File: src/rtl/fmdll_pkg.sv
`default_nettype none
// ============================================================================
//  Module   : fmdll_pkg
//  Purpose  : Shared constants, state encoding and helper functions for the
//             FMDLL delay-code controller and its window counter.
//  Revision : 1.0  initial release
// ============================================================================
package fmdll_pkg;

    localparam int             QW       = 10;
    localparam int             BW       = 4;      // width of the SAR bit index
    localparam logic [QW-1:0]  SAR_INIT = 10'd512;
    localparam logic [QW-1:0]  Q_MAX    = 10'd1023;

    typedef enum logic [0:0] {
        ST_SAR   = 1'b0,
        ST_TRACK = 1'b1
    } state_t;

    // Window count clamp: a programmed 0 behaves as 1.
    function automatic logic [3:0] win_eff(input logic [3:0] v);
        return (v == 4'd0) ? 4'd1 : v;
    endfunction

    function automatic logic [QW-1:0] onehot(input logic [BW-1:0] idx);
        return {{(QW-1){1'b0}}, 1'b1} << idx;
    endfunction

    function automatic logic [QW-1:0] sat_inc(input logic [QW-1:0] v);
        return (v == Q_MAX) ? v : v + {{(QW-1){1'b0}}, 1'b1};
    endfunction

    function automatic logic [QW-1:0] sat_dec(input logic [QW-1:0] v);
        return (v == '0) ? v : v - {{(QW-1){1'b0}}, 1'b1};
    endfunction

endpackage
`default_nettype wire

File: src/rtl/dll_window_cnt.sv
`default_nettype none
// ============================================================================
//  Module   : dll_window_cnt
//  Purpose  : Nested M/N measurement-window counters for the FMDLL loop.
//  Ports    : clk, rst        - clock, synchronous active-high reset
//             m, n            - programmed outer/inner counts (0 acts as 1)
//             m_cnt, n_cnt    - counters, ranges 1..M_eff and 1..N_eff
//             win_end         - last cycle of a window (combinational)
//             eval            - registered strobe, one cycle after win_end
//  Revision : 1.0  initial release
// ============================================================================
module dll_window_cnt
    import fmdll_pkg::*;
(
    input  logic       clk,
    input  logic       rst,
    input  logic [1:0] m,
    input  logic [3:0] n,
    output logic [1:0] m_cnt,
    output logic [3:0] n_cnt,
    output logic       win_end,
    output logic       eval
);

    logic [3:0] m_eff;
    logic [3:0] n_eff;
    logic [3:0] m_cnt_x;
    logic       n_wrap;

    assign m_eff   = win_eff({2'b00, m});
    assign n_eff   = win_eff(n);
    assign m_cnt_x = {2'b00, m_cnt};

    // ">=" rather than "==" so a counter left above a newly lowered limit
    // wraps to 1 on the very next cycle.
    assign n_wrap  = (n_cnt >= n_eff);
    assign win_end = (m_cnt_x == m_eff) && (n_cnt == n_eff);

    always_ff @(posedge clk) begin
        if (rst) begin
            m_cnt <= 2'd1;
            n_cnt <= 4'd1;
            eval  <= 1'b0;
        end else begin
            n_cnt <= n_wrap ? 4'd1 : n_cnt + 4'd1;
            if (m_cnt_x > m_eff) begin
                m_cnt <= 2'd1;
            end else if (n_wrap) begin
                m_cnt <= (m_cnt_x >= m_eff) ? 2'd1 : m_cnt + 2'd1;
            end
            eval <= win_end;
        end
    end

endmodule
`default_nettype wire

File: src/rtl/dll_code_ctrl.sv
`default_nettype none
// ============================================================================
//  Module   : dll_code_ctrl
//  Purpose  : FMDLL delay-code controller. 10-step SAR search on the phase
//             detector decision, then +/-1 tracking with lock detection.
//  Ports    : clk_ext, Reset_CTRL - clock, synchronous active-high reset
//             M, N                - window counts (0 acts as 1)
//             COMP                - registered PD decision (1 = increase)
//             M_counter, N_counter- window counters for the PD
//             Q, Q_next           - applied code, code applied on COMP=1
//             sar_done, lock      - tracking entered, tracking locked
//  Revision : 1.0  initial release
// ============================================================================
module dll_code_ctrl #(
    parameter int              QW       = 10,
    parameter logic [QW-1:0]   SAR_INIT = 10'd512
) (
    input  logic          clk_ext,
    input  logic          Reset_CTRL,
    input  logic [1:0]    M,
    input  logic [3:0]    N,
    input  logic          COMP,
    output logic [1:0]    M_counter,
    output logic [3:0]    N_counter,
    output logic [QW-1:0] Q,
    output logic [QW-1:0] Q_next,
    output logic          sar_done,
    output logic          lock
);
    import fmdll_pkg::*;

    logic          eval;
    logic          win_end_unused;   // eval already carries the window timing

    state_t        state;
    logic [3:0]    bit_idx;
    logic          settle;           // discard the next eval (Q just moved)
    logic          hist_valid;
    logic          prev_dec;
    logic [2:0]    alt_cnt;          // length of current alternating run, sat 4

    logic [QW-1:0] sar_trial;
    logic [QW-1:0] sar_q_d;
    logic [QW-1:0] sar_qn_d;
    logic [QW-1:0] trk_q_d;
    logic [QW-1:0] trk_qn_d;

    dll_window_cnt u_win (
        .clk     (clk_ext),
        .rst     (Reset_CTRL),
        .m       (M),
        .n       (N),
        .m_cnt   (M_counter),
        .n_cnt   (N_counter),
        .win_end (win_end_unused),
        .eval    (eval)
    );

    // Next code / look-ahead for both modes. Q_next is registered together
    // with Q, so it is derived from the code that Q is about to take.
    always_comb begin
        sar_trial = COMP ? Q : (Q & ~onehot(bit_idx));
        sar_q_d   = (bit_idx != 4'd0) ? (sar_trial | onehot(bit_idx - 4'd1)) : sar_trial;
        if (bit_idx >= 4'd2) begin
            sar_qn_d = sar_q_d | onehot(bit_idx - 4'd2);
        end else if (bit_idx == 4'd1) begin
            sar_qn_d = sar_q_d;              // last bit pending: PD frozen
        end else begin
            sar_qn_d = sat_inc(sar_q_d);     // entering tracking
        end
        trk_q_d  = COMP ? sat_inc(Q) : sat_dec(Q);
        trk_qn_d = sat_inc(trk_q_d);
    end

    always_ff @(posedge clk_ext) begin
        if (Reset_CTRL) begin
            state      <= ST_SAR;
            bit_idx    <= 4'd9;
            settle     <= 1'b1;
            Q          <= SAR_INIT;
            Q_next     <= SAR_INIT | (SAR_INIT >> 1);
            sar_done   <= 1'b0;
            lock       <= 1'b0;
            hist_valid <= 1'b0;
            prev_dec   <= 1'b0;
            alt_cnt    <= 3'd0;
        end else if (eval) begin
            if (settle) begin
                settle <= 1'b0;
            end else begin
                case (state)
                    ST_SAR: begin
                        Q      <= sar_q_d;
                        Q_next <= sar_qn_d;
                        settle <= (sar_q_d != Q);
                        if (bit_idx == 4'd0) begin
                            state      <= ST_TRACK;
                            sar_done   <= 1'b1;
                            hist_valid <= 1'b0;
                            alt_cnt    <= 3'd0;
                            lock       <= 1'b0;
                        end else begin
                            bit_idx <= bit_idx - 4'd1;
                        end
                    end
                    ST_TRACK: begin
                        Q      <= trk_q_d;
                        Q_next <= trk_qn_d;
                        // A saturated step leaves Q alone and needs no settle.
                        settle <= (trk_q_d != Q);
                        prev_dec <= COMP;
                        if (!hist_valid) begin
                            hist_valid <= 1'b1;
                            alt_cnt    <= 3'd1;
                        end else if (COMP != prev_dec) begin
                            if (alt_cnt >= 3'd3) begin
                                lock <= 1'b1;
                            end
                            if (alt_cnt < 3'd4) begin
                                alt_cnt <= alt_cnt + 3'd1;
                            end
                        end else begin
                            alt_cnt <= 3'd1;
                            lock    <= 1'b0;
                        end
                    end
                    default: state <= ST_SAR;
                endcase
            end
        end
    end

endmodule
`default_nettype wire

File: config.mk
export PLATFORM = sky130hd
export DESIGN_NAME = dll_code_ctrl
export DESIGN_NICKNAME = d
export VERILOG_FILES = /design/src/rtl/fmdll_pkg.sv /design/src/rtl/dll_window_cnt.sv /design/src/rtl/dll_code_ctrl.sv
export SDC_FILE = /design/constraint.sdc
export NUM_CORES = 1
export LEC_CHECK = 0
export ABC_AREA = 1
export BUFFER_PORTS_ARGS = -buffer_cell sky130_fd_sc_hd__buf_2
export CAP_MARGIN = 25
export CORE_MARGIN = 2
export CORE_UTILIZATION = 44
export DETAILED_ROUTE_END_ITERATION = 8
export GPL_ROUTABILITY_DRIVEN = 0
export PLACE_DENSITY = 0.61
export SKIP_LAST_GASP = 1
export SLEW_MARGIN = 10
export SYNTH_ARGS = -nofsm -noshare
export SYNTH_HDL_FRONTEND = slang
export SYNTH_SLANG_ARGS = --single-unit
File: constraint.sdc
create_clock -name clk_ext -period 7.2 [get_ports clk_ext]
set_clock_uncertainty 0.2 [all_clocks]
set_input_delay 1.44 -clock clk_ext [delete_from_list [all_inputs] [get_ports clk_ext]]
set_output_delay 1.44 -clock clk_ext [all_outputs]
set_load 0.02 [all_outputs]
[After elaboration in Yosys (flattened, before gate mapping)]
Index checks and enable logic that the tools add are counted.
Word-level totals
  bits in registers: 40
  bits in latches: 0
  bits in writable memories: 0
  bits in read-only memories: 0
  input port bits: 9
  logic and storage cells: 95
  memories kept: 0
Operators by class
  add/sub/neg operators: 9
  $mul: 0
  div/mod/pow operators: 0
  $lt $le $gt $ge: 6
  eq/ne operators: 13
  shift-type cells: 3
  muxes and demuxes: 29
  bitwise gates (word level): 7
  reduce and logical (&&, ||, !) cells: 15
Operators with widths (number)
  $mux W10: 9
  $pmux W10 S2: 2
  $add A10 B1 Y10 const B: 3
  $eq A10 B10 Y1 const B: 3
  $shl A1 B4 Y10 const A: 3
  $ne A10 B10 Y1: 2
  $or A10 B10 Y10: 2
  $mux W3: 4
  $reduce_and A4 Y1: 3
  $and A10 B10 Y10: 1
  $logic_not A10 Y1: 1
  $not A10 Y10: 1
  $sub A10 B1 Y10 const B: 1
  $logic_not A4 Y1: 2
  $mux W1: 7
  $pmux W1 S2: 3
  $pmux W3 S2: 1
  $reduce_and A3 Y1: 2
  $reduce_and A5 Y1: 1
  $add A4 B1 Y4 const B: 1
  $eq A2 B4 Y1: 1
  $eq A4 B1 Y1 const B: 1
  $eq A4 B4 Y1: 1
  $ge A2 B4 Y1: 1
  other kinds (22): 26

[Logic depth before layout (Yosys ltp)]
Gate-level depths: netlist (run 1).
  depth after elaboration: 11
  mapped depth: 21

[Modules after synthesis]
Synthesis (run 1) repeated with hierarchy kept, for this count alone.
Second synthesis, totals
  cells, all modules: 679
  area total of the unflattened synthesis: 4115.2 µm²
Modules (own cells, without submodules)
  dll_code_ctrl: times used 1, cells each 611, area an instance 3606.0 µm², sequential area each 660.6 µm²
  dll_window_cnt: times used 1, cells each 68, area an instance 509.2 µm², sequential area each 140.1 µm²

[Worst setup path before layout (run 1)]
OpenSTA, ideal clock, no wires.
  path type: input-to-reg
  from: input port COMP
  to: register Q_next[4]
  setup time: 109 ps
  arrival: 2923 ps
  slack: 3968 ps
  cell stages on the path: 13
  buffers on the path: 1
  cell sequence: clkbuf_1 -> o21ai_0 -> nand2_1 -> ha_1 -> nand3_2 -> nor2_4 -> nand2_4 -> nand2_4 -> o21ai_0 -> nand3_1 -> nand3_1 -> nand2_1 -> inv_1
Between the ends
  cells in the longest elaborated chain, start to end: 8
Ends and longest elaborated chain
  from (decl): RTL line dll_code_ctrl.sv:22  | input logic COMP,
  $mux W10: RTL line dll_code_ctrl.sv:62  | sar_trial = COMP ? Q : (Q & ~onehot(bit_idx));
  $or A10 B10 Y10: RTL line dll_code_ctrl.sv:63  | sar_q_d = (bit_idx != 4'd0) ? (sar_trial | onehot(bit_idx - 4'd1)) : sar_trial;
  $mux W10: RTL line dll_code_ctrl.sv:63
  $add A10 B1 Y10 or $eq A10 B10 Y1 (tied branches): RTL line fmdll_pkg.sv:30  | return (v == Q_MAX) ? v : v + {{(QW-1){1'b0}}, 1'b1};
  $mux W10: RTL line fmdll_pkg.sv:30
  $mux W10: RTL line dll_code_ctrl.sv:66  | end else if (bit_idx == 4'd1) begin
  $mux W10: RTL line dll_code_ctrl.sv:64  | if (bit_idx >= 4'd2) begin
  $pmux W10 S2 (*): RTL line dll_code_ctrl.sv:91  | case (state)
  to (signal assigned): RTL line dll_code_ctrl.sv:81  | Q_next <= SAR_INIT | (SAR_INIT >> 1);
  to (signal assigned): RTL line dll_code_ctrl.sv:94  | Q_next <= sar_qn_d;
  to (signal assigned): RTL line dll_code_ctrl.sv:108  | Q_next <= trk_qn_d;
  to (decl): RTL line dll_code_ctrl.sv:26  | output logic [QW-1:0] Q_next,
Every way passes the cells marked *; elsewhere a longest branch is shown, timed or not.
A chain may end at the register's enable or synchronous reset.

[Worst setup path in the final report (run 1)]
  from: input port COMP
  to: register Q_next[7]
Same word-level chain as after synthesis.

==> results of run 1 <==
==> area by class of cell <==
class / instances / share of cell area (%)
Sequential cell: 40 / 18.7
Clock inverter: 3 / 1.08
Multi-Input combinational cell: 510 / 63.3
Timing Repair Buffer: 36 / 4.21
Clock buffer: 5 / 1.61
Inverter: 90 / 7.95
Tap cell: 108 / 3.16
==> critical path: cells and delay by family <==
kind | cells | cell delay (ns)
simple gates | 11 | 1.19
buf+inv | 4 | 0.67
fa+ha+maj | 1 | 0.21
==> cell families (layout without fill, tap and decap cells) <==
group                    count (synthesis)  after routing  share of synthesized area [%]
adder cells (fa/ha/maj)                 20             20                           6.31
AND/OR/NAND/NOR                        385            385                           45.9
flip-flops                              40             40                           20.2
buffers and inverters                  109            134                           11.6
AO/OA/AOI/OAI                           92             92                           13.1
XOR/XNOR                                13             13                           2.87
==> metrics by stage <==
| stage | total power, µW | hold slack (ns) | utilization [%] | setup WS (ns) |
|---|---|---|---|---|
| 6_report | 577 | 0.255 | 49.1 | 3.75 |
| 5_1_grt | 614 | 0.286 | 49.1 | 3.53 |
| 4_1_cts | 581 | 0.256 | 49.1 | 3.76 |
| 3_5_place_dp | 377 | 0.234 | 47.7 | 3.47 |
| 3_3_place_gp | 374 | 0.232 | 47.7 | 3.55 |
| 2_1_floorplan | 344 | 0.241 | - | 3.97 |
==> worst max-delay path by stage <==
stage / start / to / slack (ns) / depth (start not counted)
3_5_place_dp: COMP / Q_next[7]$_SDFFE_PP0P_ / 3.47 / 16
6_report: COMP / Q_next[7]$_SDFFE_PP0P_ / 3.75 / 16
3_3_place_gp: COMP / Q_next[1]$_SDFFE_PP0P_ / 3.55 / 15
5_1_grt: COMP / Q_next[7]$_SDFFE_PP0P_ / 3.53 / 16
2_1_floorplan: COMP / Q_next[4]$_SDFFE_PP0P_ / 3.97 / 13
4_1_cts: COMP / Q_next[7]$_SDFFE_PP0P_ / 3.76 / 16
==> per-layer routing <==
metal,GRT usage (%),vias up
met4,8.75,0
met3,4.11,33
met5,0,-
met1,33.8,1929
met2,40.2,172
li1,-,2166
==> where the power goes <==
group,total [µW],switching (µW),internal (µW)
sequential,247,13.1,234
combinational,124,79.2,45.0
clock,206,101,105
total,577,194,384
==> registers in the layout, indices dropped and copies added (netlist names) <==
register / flops
alt_cnt: 3
prev_dec: 1
u_win.n_cnt: 4
sar_done: 1
bit_idx: 4
settle: 1
hist_valid: 1
Q_next: 10
lock: 1
u_win.eval: 1
Q: 10
u_win.m_cnt: 2
state: 1
==> placed cells by master (no fill, tap or decap), types with 2 or more instances in the layout <==
| cell type | count |
|---|---|
| inv_1 | 82 |
| o21ai_1 | 2 |
| nor2_1 | 49 |
| nand2_1 | 195 |
| o21ai_0 | 38 |
| inv_2 | 6 |
| nand3_4 | 2 |
| xnor2_1 | 3 |
| o311ai_0 | 3 |
| a211oi_1 | 3 |
| nor2_2 | 6 |
| dfxtp_1 | 40 |
| buf_2 | 36 |
| ha_1 | 20 |
| a21oi_1 | 34 |
| nand3_2 | 4 |
| nor3_1 | 2 |
| xor2_1 | 10 |
| clkbuf_8 | 5 |
| nand2_4 | 4 |
| a31oi_1 | 2 |
| nor2_4 | 11 |
| o21ai_2 | 2 |
| nand2_2 | 14 |
| nand4_1 | 10 |
| or2_2 | 2 |
| o21bai_1 | 2 |
| nand3_1 | 83 |
==> metrics, run 1 <==
outcome completed; Worst Hold Depth 1; start of the worst register-to-register path Q[1]$_SDFFE_PP0P_; Die H 99.0 µm; Mapped Cells 659; top cells by area, synth dfxtp_1 20%, nand2_1 18%, nand3_1 10%; syn_area_per_cell ~6.0 µm²; Highest Clock Rate between 0.2 and 0.3 GHz; Worst R2R Setup Slack 4.01 ns; dominant cell type by area after synthesis dfxtp_1; die width between 90 and 100 µm; # H-tree levels 2; layout cells sized above 1 between 10% and 20%; Inserted Clock Buffers 5; CTS tree built; initial antenna violation count 0; FF-to-FF path depth 21; Peak VDD IR around 0.00011 V; starting density of the core 45.5%; sequential-to-total area share from yosys stat 20.2%; Most used DFF post-synth dfxtp_1; Area Overhead vs Synth 7.85%; Net Count, Synth just under 700; Max stage delay on crit path between 0.2 and 0.3 ns; number of iterations in the first detailed-routing pass 6; CTS max path bufs 2; Antenna Cells 0; largest net degree at the start of global routing 32; WL per Instance ~15 µm; Worst Path Arrival 3.51 ns; post-route antenna net violation count 0; Tcrit/Tclk final approximately 48%; Setup Buffers After CTS 0; crit-path cells buf_2 -> inv_1 -> nand2_1 -> nand2_2 -> inv_1 -> ha_1 -> nand3_2 -> nor2_4 -> nand2_4 -> nor2_8 -> nand2_4 -> nand3_1 -> nand2_1 -> nand3_1 -> nand2_1 -> inv_1; count leader, synth nand2_1; detailed placer's ending HPWL between 9 and 10 mm; Met3 Wirelength 782 µm; clock root buffer clkbuf_8; global-route wire length before repair 19.9 mm; Post-CTS Hold Fix Bufs 0; grt total ovfl 0; dpl cells 784; worst path required time between 7 and 8 ns; initial drt markers around 380; All-Layer GR Usage about 25%; Critical Path Sink Type flop; setup TNS 0 ns; worst-margin pin slew slightly above 1 ns; Hold Path Class flop to flop; power density cells around 130 nW/µm²; M1 WL between 5 and 6 mm; most instantiated cells after synthesis 195 x nand2_1, 83 x nand3_1, 82 x inv_1, 49 x nor2_1, 40 x dfxtp_1; # fillers between 900 and 1000; Rel. slew slack a little under a third; detailed-route via count between 4000 and 5000; leakage power around 0.0023 µW; Mapped Area around 4000 µm²; worst skew pair latency ~0.32 ns; Final Critical Period 3.45 ns; Residual DRC 0; RSZ-0062 raised after global routing no; Final nets between 700 and 800; IO Port Bufs 36; hold path start u_win.n_cnt[0]$_SDFF_PP1_; die area around 10000 µm²; Synth Register Bits 40; max layer used met4; Detailed Route WL between 10 and 15 mm; post-synthesis cell type count 43; post-route insts no fill about 790; Post-synth EDFFs 0; design area between 4000 and 5000 µm²; Max FO, Critical Path 15; met2 wire len ~5.4 mm; ys async rst share 0%; critical path launch point type input port; YS warnings 0; IO Pins 37; R2R Path End Q_next[7]$_SDFFE_PP0P_; # Max-Cap Violations 0; core area around 8700 µm²; multi-input logic area ~2700 µm²; Crit Path Class input port to flop; vias in the first global route 4063; Setup-failing EPs final 0; CP max stage cell inv_1; final slew viol count 0; CTS Sinks 40; row cnt 34; post-cts sizing count 0; Yosys top cell area share approximately a fifth; final hold violations 0; vias per std cell between 5 and 6; Hold EP u_win.n_cnt[0]$_SDFF_PP1_; Worst-path clk slew 0.09 ns; register cell area after layout 801 µm²; Area after DPL 4160 µm²
(Power assumes the default switching activity.)
==> inputs of run 2 (changes only) <==
--- a/config.mk
+++ b/config.mk
@@ -12,7 +12,7 @@
 export CORE_UTILIZATION = 44
 export DETAILED_ROUTE_END_ITERATION = 8
 export GPL_ROUTABILITY_DRIVEN = 0
-export PLACE_DENSITY = 0.61
+export PLACE_DENSITY = 0.63
 export SKIP_LAST_GASP = 1
 export SLEW_MARGIN = 10
 export SYNTH_ARGS = -nofsm -noshare
==> constraint.sdc (replaced) <==
create_clock -name clk_ext -period 2.9 [get_ports clk_ext]
set_clock_uncertainty 0.2 [all_clocks]
set_input_delay 0.58 -clock clk_ext [delete_from_list [all_inputs] [get_ports clk_ext]]
set_output_delay 0.58 -clock clk_ext [all_outputs]
set_load 0.02 [all_outputs]
==> metrics, run 2 (synthesis gave the netlist of run 1 again) <==
worst skew pair latency roughly 0.31 ns; global-route wire length before repair around 20 mm; Rel. slew slack 63.5%; Area Overhead vs Synth 15.5%; crit-path cells ha_2 -> nand2_2 -> nor2_4 -> nand3_4 -> xor2_1 -> nand2_1 -> nand2_2 -> inv_1 -> ha_2 -> nand3_2 -> nor2_4 -> nand2_4 -> nor2_8 -> nand2_4 -> nand2_1 -> a21oi_1 -> nor2_1 -> nor2_1; Peak VDD IR about 0.00036 V; Tcrit/Tclk final around 93%; starting density of the core 45.5%; outcome completed; final slew viol count 0; row cnt 34; post-route antenna net violation count 0; Highest Clock Rate approximately 0.37 GHz; detailed-route via count about 4400; Final Critical Period 2.69 ns; CTS Sinks 40; clock root buffer clkbuf_8; dpl cells ~800; Comb pwr share a little over a fifth; Seq pwr share a little over two fifths; Critical Path Sink Type flop; initial drt markers roughly 340; most common cell after layout, fill and taps aside nand2_1; Hold Path Class flop to flop; Final nets around 740; switching share of power roughly 33%; power density cells about 310 nW/µm²; Max stage delay on crit path about 0.39 ns; All-Layer GR Usage 24.9%; # H-tree levels 2; Die H around 100 µm; WL per Instance around 15 µm; layout cells sized above 1 21.2%; # Max-Cap Violations 0; design area around 4600 µm²; Worst Path Arrival about 2.7 ns; grt total ovfl 0; core area 8720 µm²; Setup-failing EPs final 0; largest net degree at the start of global routing 26; CTS tree built; critical path launch point type flop; vias in the first global route 4134; CTS max path bufs 2; Power Internal around 960 µW; detailed placer's ending HPWL 9.49 mm; most frequent cells in the layout 192 x nand2_1, 83 x nand3_1, 80 x inv_1; post-route insts no fill 824; worst-margin pin slew roughly 0.55 ns; Inserted Clock Buffers 5; leakage power approximately 0.0024 µW; CP max stage cell dfxtp_2; clock network fraction of total power about 35%; worst path required time around 2.9 ns; Residual DRC 0; Max FO, Critical Path 9; IO Pins 37; Area after DPL approximately 4400 µm²; Antenna Cells 0; Regs by FF count Q: 10 flops, Q_next: 10 flops; initial antenna violation count 0; die area just under 10000 µm²; vias per std cell 5.39; Worst-path clk slew 0.10 ns; die width a little under 100 µm; net switching power 481 µW; IO Port Bufs 36; Detailed Route WL ~12 mm; number of iterations in the first detailed-routing pass 5; Crit Path Class flop to flop; final hold violations 0
run 2: changes by cell type in the layout (fill, tap and decap cells not counted), sizes merged:
cell / before / now
buf: 36 / 68
run 2: metal layers:
layer / global-route usage, % / vias to the layer above / routed length [µm]
met3: 2.77 / 22 / 806
met1: 33.9 / 2008 / 5440
met2: 41.3 / 173 / 5520
met5: 0 / - / 0
met4: 7.80 / 0 / 322
li1: - / 2235 / -
run 2: what timing repair did:
action,CTS,global route
resized for setup,2,21
hold buffers,0,0
endpoints found under the setup margin,1,10
buffers inserted,0,2
pin swaps,0,3
run 2: cell type report:
cell class	instances	area, µm²
Timing Repair Buffer	68	420
Sequential cell	40	812
Inverter	90	340
Clock inverter	3	46.3
Clock buffer	5	68.8
Tap cell	108	135
Multi-Input combinational cell	510	2760
Fill cell	906	4140
run 2: path summary, 6_finish.rpt:
| check | from | endpoint | slack (ns) | cells past startpoint |
|---|---|---|---|---|
| max | Q[1]$_SDFFE_PP0P_ | Q_next[0]$_SDFFE_PP0P_ | 0.21 | 18 |
| min | u_win.n_cnt[0]$_SDFF_PP1_ | u_win.n_cnt[0]$_SDFF_PP1_ | 0.26 | 1 |
| max reg2reg | Q[1]$_SDFFE_PP0P_ | Q_next[0]$_SDFFE_PP0P_ | 0.21 | 18 |
| min reg2reg | u_win.n_cnt[0]$_SDFF_PP1_ | u_win.n_cnt[0]$_SDFF_PP1_ | 0.26 | 1 |
run 2: critical path, delay by kind of cell (launching register included):
family / cells / cell delay [ns]
and+or+nand+nor: 13 / 1.26
AOI/OAI and AO/OA: 1 / 0.06
DFF: 1 / 0.39
buffers and inverters: 1 / 0.07
xor gates and xnor gates: 1 / 0.17
adders and majority gates: 2 / 0.40
run 2: power by group through the flow:
stage	clock network (µW)	registers [µW]	logic (µW)
finish	509	613	317
global route	538	619	358
detailed placement	0	626	315
floorplan	0	658	195
CTS	516	614	317
global placement	0	626	305
run 2: through the flow:
step                worst slack [ns]  utilization [%]  total power, µW  TNS [ns]  hold WS, ns
floorplan                      0.119                -              854         0        0.241
global placement              0.0306             50.3              931         0        0.232
detailed placement          -0.00346             50.3              941  -0.00346        0.237
CTS                           0.0555             51.7             1450         0        0.261
global route                 -0.0102             52.5             1510   -0.0102        0.286
finish                         0.209             52.5             1440         0        0.262
==> inputs of run 3 (changes only) <==
--- a/config.mk
+++ b/config.mk
@@ -5,14 +5,13 @@
 export SDC_FILE = /design/constraint.sdc
 export NUM_CORES = 1
 export LEC_CHECK = 0
-export ABC_AREA = 1
 export BUFFER_PORTS_ARGS = -buffer_cell sky130_fd_sc_hd__buf_2
 export CAP_MARGIN = 25
 export CORE_MARGIN = 2
 export CORE_UTILIZATION = 44
 export DETAILED_ROUTE_END_ITERATION = 8
 export GPL_ROUTABILITY_DRIVEN = 0
-export PLACE_DENSITY = 0.63
+export PLACE_DENSITY = 0.64
 export SKIP_LAST_GASP = 1
 export SLEW_MARGIN = 10
 export SYNTH_ARGS = -nofsm -noshare
==> metrics, run 3 <==
leakage power 0.00219 µW; initial antenna violation count 0; power density cells 271 nW/µm²; die area roughly 9600 µm²; CTS tree built; start of the worst register-to-register path Q[2]$_SDFFE_PP0P_; dominant cell type by area after synthesis dfxtp_1; Inserted Clock Buffers 5; Crit Path Class flop to flop; Final Critical Period 2.95 ns; Hold EP u_win.n_cnt[0]$_SDFF_PP1_; Mapped Area 3870 µm²; IO Port Bufs 36; sequential-to-total area share from yosys stat about 21%; layout cells sized above 1 between 30% and 40%; Net Count, Synth 562; worst hold slack 0.249 ns; die width approximately 98 µm; Peak VDD IR about 0.00029 V; post-synthesis cell type count between 60 and 70; syn_area_per_cell slightly above 7 µm²; Critical Path Sink Type flop; core area approximately 8600 µm²; row cnt 34; ys async rst share 0%; Worst-path clk slew 0.10 ns; # H-tree levels 2; top cells by area, synth dfxtp_1 21%, ha_1 6.5%, a21oi_1 5.2%; Max FO, Critical Path 7; Post-synth EDFFs 0; Final nets 680; largest net degree at the start of global routing 25; hold path start u_win.n_cnt[0]$_SDFF_PP1_; Yosys top cell area share between 20% and 30%; Residual DRC 0; Detailed Route WL between 10 and 15 mm; Die H 97.8 µm; number of iterations in the first detailed-routing pass 5; # Max-Cap Violations 0; Post-CTS Hold Fix Bufs 0; dpl cells ~750; Most used DFF post-synth dfxtp_1; critical path launch point type flop; count leader, synth nand2_1; most common cell after layout, fill and taps aside buf_4; Area Overhead vs Synth 37.4%; IO Pins 37; starting density of the core ~45%; clock root buffer clkbuf_8; failing checks setup timing; detailed placer's ending HPWL 10.6 mm; Tcrit/Tclk final 102%; CTS Sinks 40; final hold violations 0; Worst Path Arrival slightly above 3 ns; Antenna Cells 0; Mapped Cells approximately 530; post-route antenna net violation count 0; WL per Instance 18.5 µm; PnR worst setup slack -0.0520 ns; grt total ovfl 0; Rel. slew slack 63.5%; detailed-route via count 4760; Hold Path Class flop to flop; YS warnings 0; worst skew pair latency slightly above 0.3 ns; most frequent cells in the layout 113 x buf_4, 52 x nand2_1, 51 x nor2_1; Regs by FF count Q: 10 flops, Q_next: 10 flops; Highest Clock Rate 0.339 GHz; Worst Hold Depth 1; vias per std cell 6.26; All-Layer GR Usage between 20 and 30%; FF-to-FF path depth 9; worst path required time approximately 3.0 ns; vias in the first global route about 4400; Synth Register Bits 40; initial drt markers about 410; global-route wire length before repair 22.3 mm; Setup-failing EPs final 3; most instantiated cells after synthesis 52 x nand2_1, 51 x nor2_1, 40 x a21oi_1, 40 x dfxtp_1, 26 x nor3_1; R2R Path End Q_next[0]$_SDFFE_PP0P_; outcome complete, but fails checks; CTS max path bufs 2; RSZ-0062 raised after global routing yes; Worst R2R Setup Slack -0.05 ns; post-route insts no fill 760; final slew viol count 0; worst-margin pin slew 0.545 ns
run 3: changes by cell type in the layout (fill, tap and decap cells not counted), moves of 13 or more:
cell	previous run	this run
nor3_1	2	25
nand2_2	17	0
nand2b_1	0	13
buf_4	32	113
nand3_1	83	22
nand2_1	192	52
o21ai_0	38	16
inv_1	80	18
run 3: final cells by class:
type / count / area [µm²]
multi-input cells: 434 / 3120
clock buffers: 5 / 68.8
well taps: 108 / 135
fillers: 771 / 3320
repair buffers: 150 / 1040
inverters: 20 / 80.1
flip-flops and latches: 40 / 821
clock inverters: 3 / 47.5
run 3: logic make-up (layout without fill, tap and decap cells):
| family | Yosys count | after routing | share of synthesized area, % |
|---|---|---|---|
| simple gates | 238 | 238 | 33.0 |
| xor+xnor | 12 | 12 | 2.72 |
| buf+inv | 59 | 178 | 6.34 |
| compound gates | 151 | 151 | 27.2 |
| fa+ha+maj | 20 | 20 | 6.47 |
| flops | 40 | 40 | 20.7 |
| mux | 13 | 13 | 3.56 |
run 3: what timing repair did:
item	4_1_cts	5_1_grt
setup endpoints to repair	9	11
gates resized for setup	11	36
pin swaps	0	18
setup buffers	0	5
run 3: worst max-delay path: stages, from the launching register on:
cell and delay [ns]:
dfxtp_2 0.41, buf_4 0.15, nor4_4 0.03, buf_4 0.16
a2111oi_2 0.40, nor3_1 0.09, nand4b_1 0.34, or3_4 0.49
or4b_1 0.53, nand3_1 0.09
run 3: per-layer routing:
layer / vias up / part of all wire (%) / global-route usage, %
met5: - / 0 / 0
met3: 44 / 8.2 / 5.37
met4: 0 / 3.7 / 10.9
met1: 2225 / 43 / 38.2
met2: 259 / 45 / 46.1
li1: 2232 / - / -
run 3: power by group:
group,switching [µW],internal (µW)
clock network,247,260
registers,30.4,574
logic,182,148
total,459,982
run 3: worst max-delay path by stage:
stage | start | endpoint | slack (ns) | cells after the start
final | Q[2]$_SDFFE_PP0P_ | Q_next[0]$_SDFFE_PP0P_ | -0.05 | 9
after global routing | Q[3]$_SDFFE_PP0P_ | Q_next[9]$_SDFFE_PP1P_ | -0.11 | 7
after CTS | bit_idx[1]$_SDFFE_PP0P_ | Q_next[1]$_SDFFE_PP0P_ | 0.002 | 13
after detailed placement | COMP | Q_next[8]$_SDFFE_PP1P_ | -0.26 | 8
after global placement | COMP | Q_next[0]$_SDFFE_PP0P_ | -0.19 | 8
after floorplan | bit_idx[2]$_SDFFE_PP0P_ | Q_next[6]$_SDFFE_PP0P_ | -0.03 | 14
run 3: per-stage QoR:
step / setup slack [ns] / total power [µW] / setup TNS, ns / area, µm² / util (%)
floorplan: -0.0286 / 827 / -0.103 / 4060 / -
global placement: -0.188 / 919 / -1.19 / 4960 / 57.5
detailed placement: -0.263 / 930 / -1.64 / 4960 / 57.5
CTS: 0.00238 / 1430 / 0 / 5100 / 59.1
global route: -0.114 / 1500 / -0.625 / 5310 / 61.5
finish: -0.0520 / 1440 / -0.102 / 5310 / 61.5
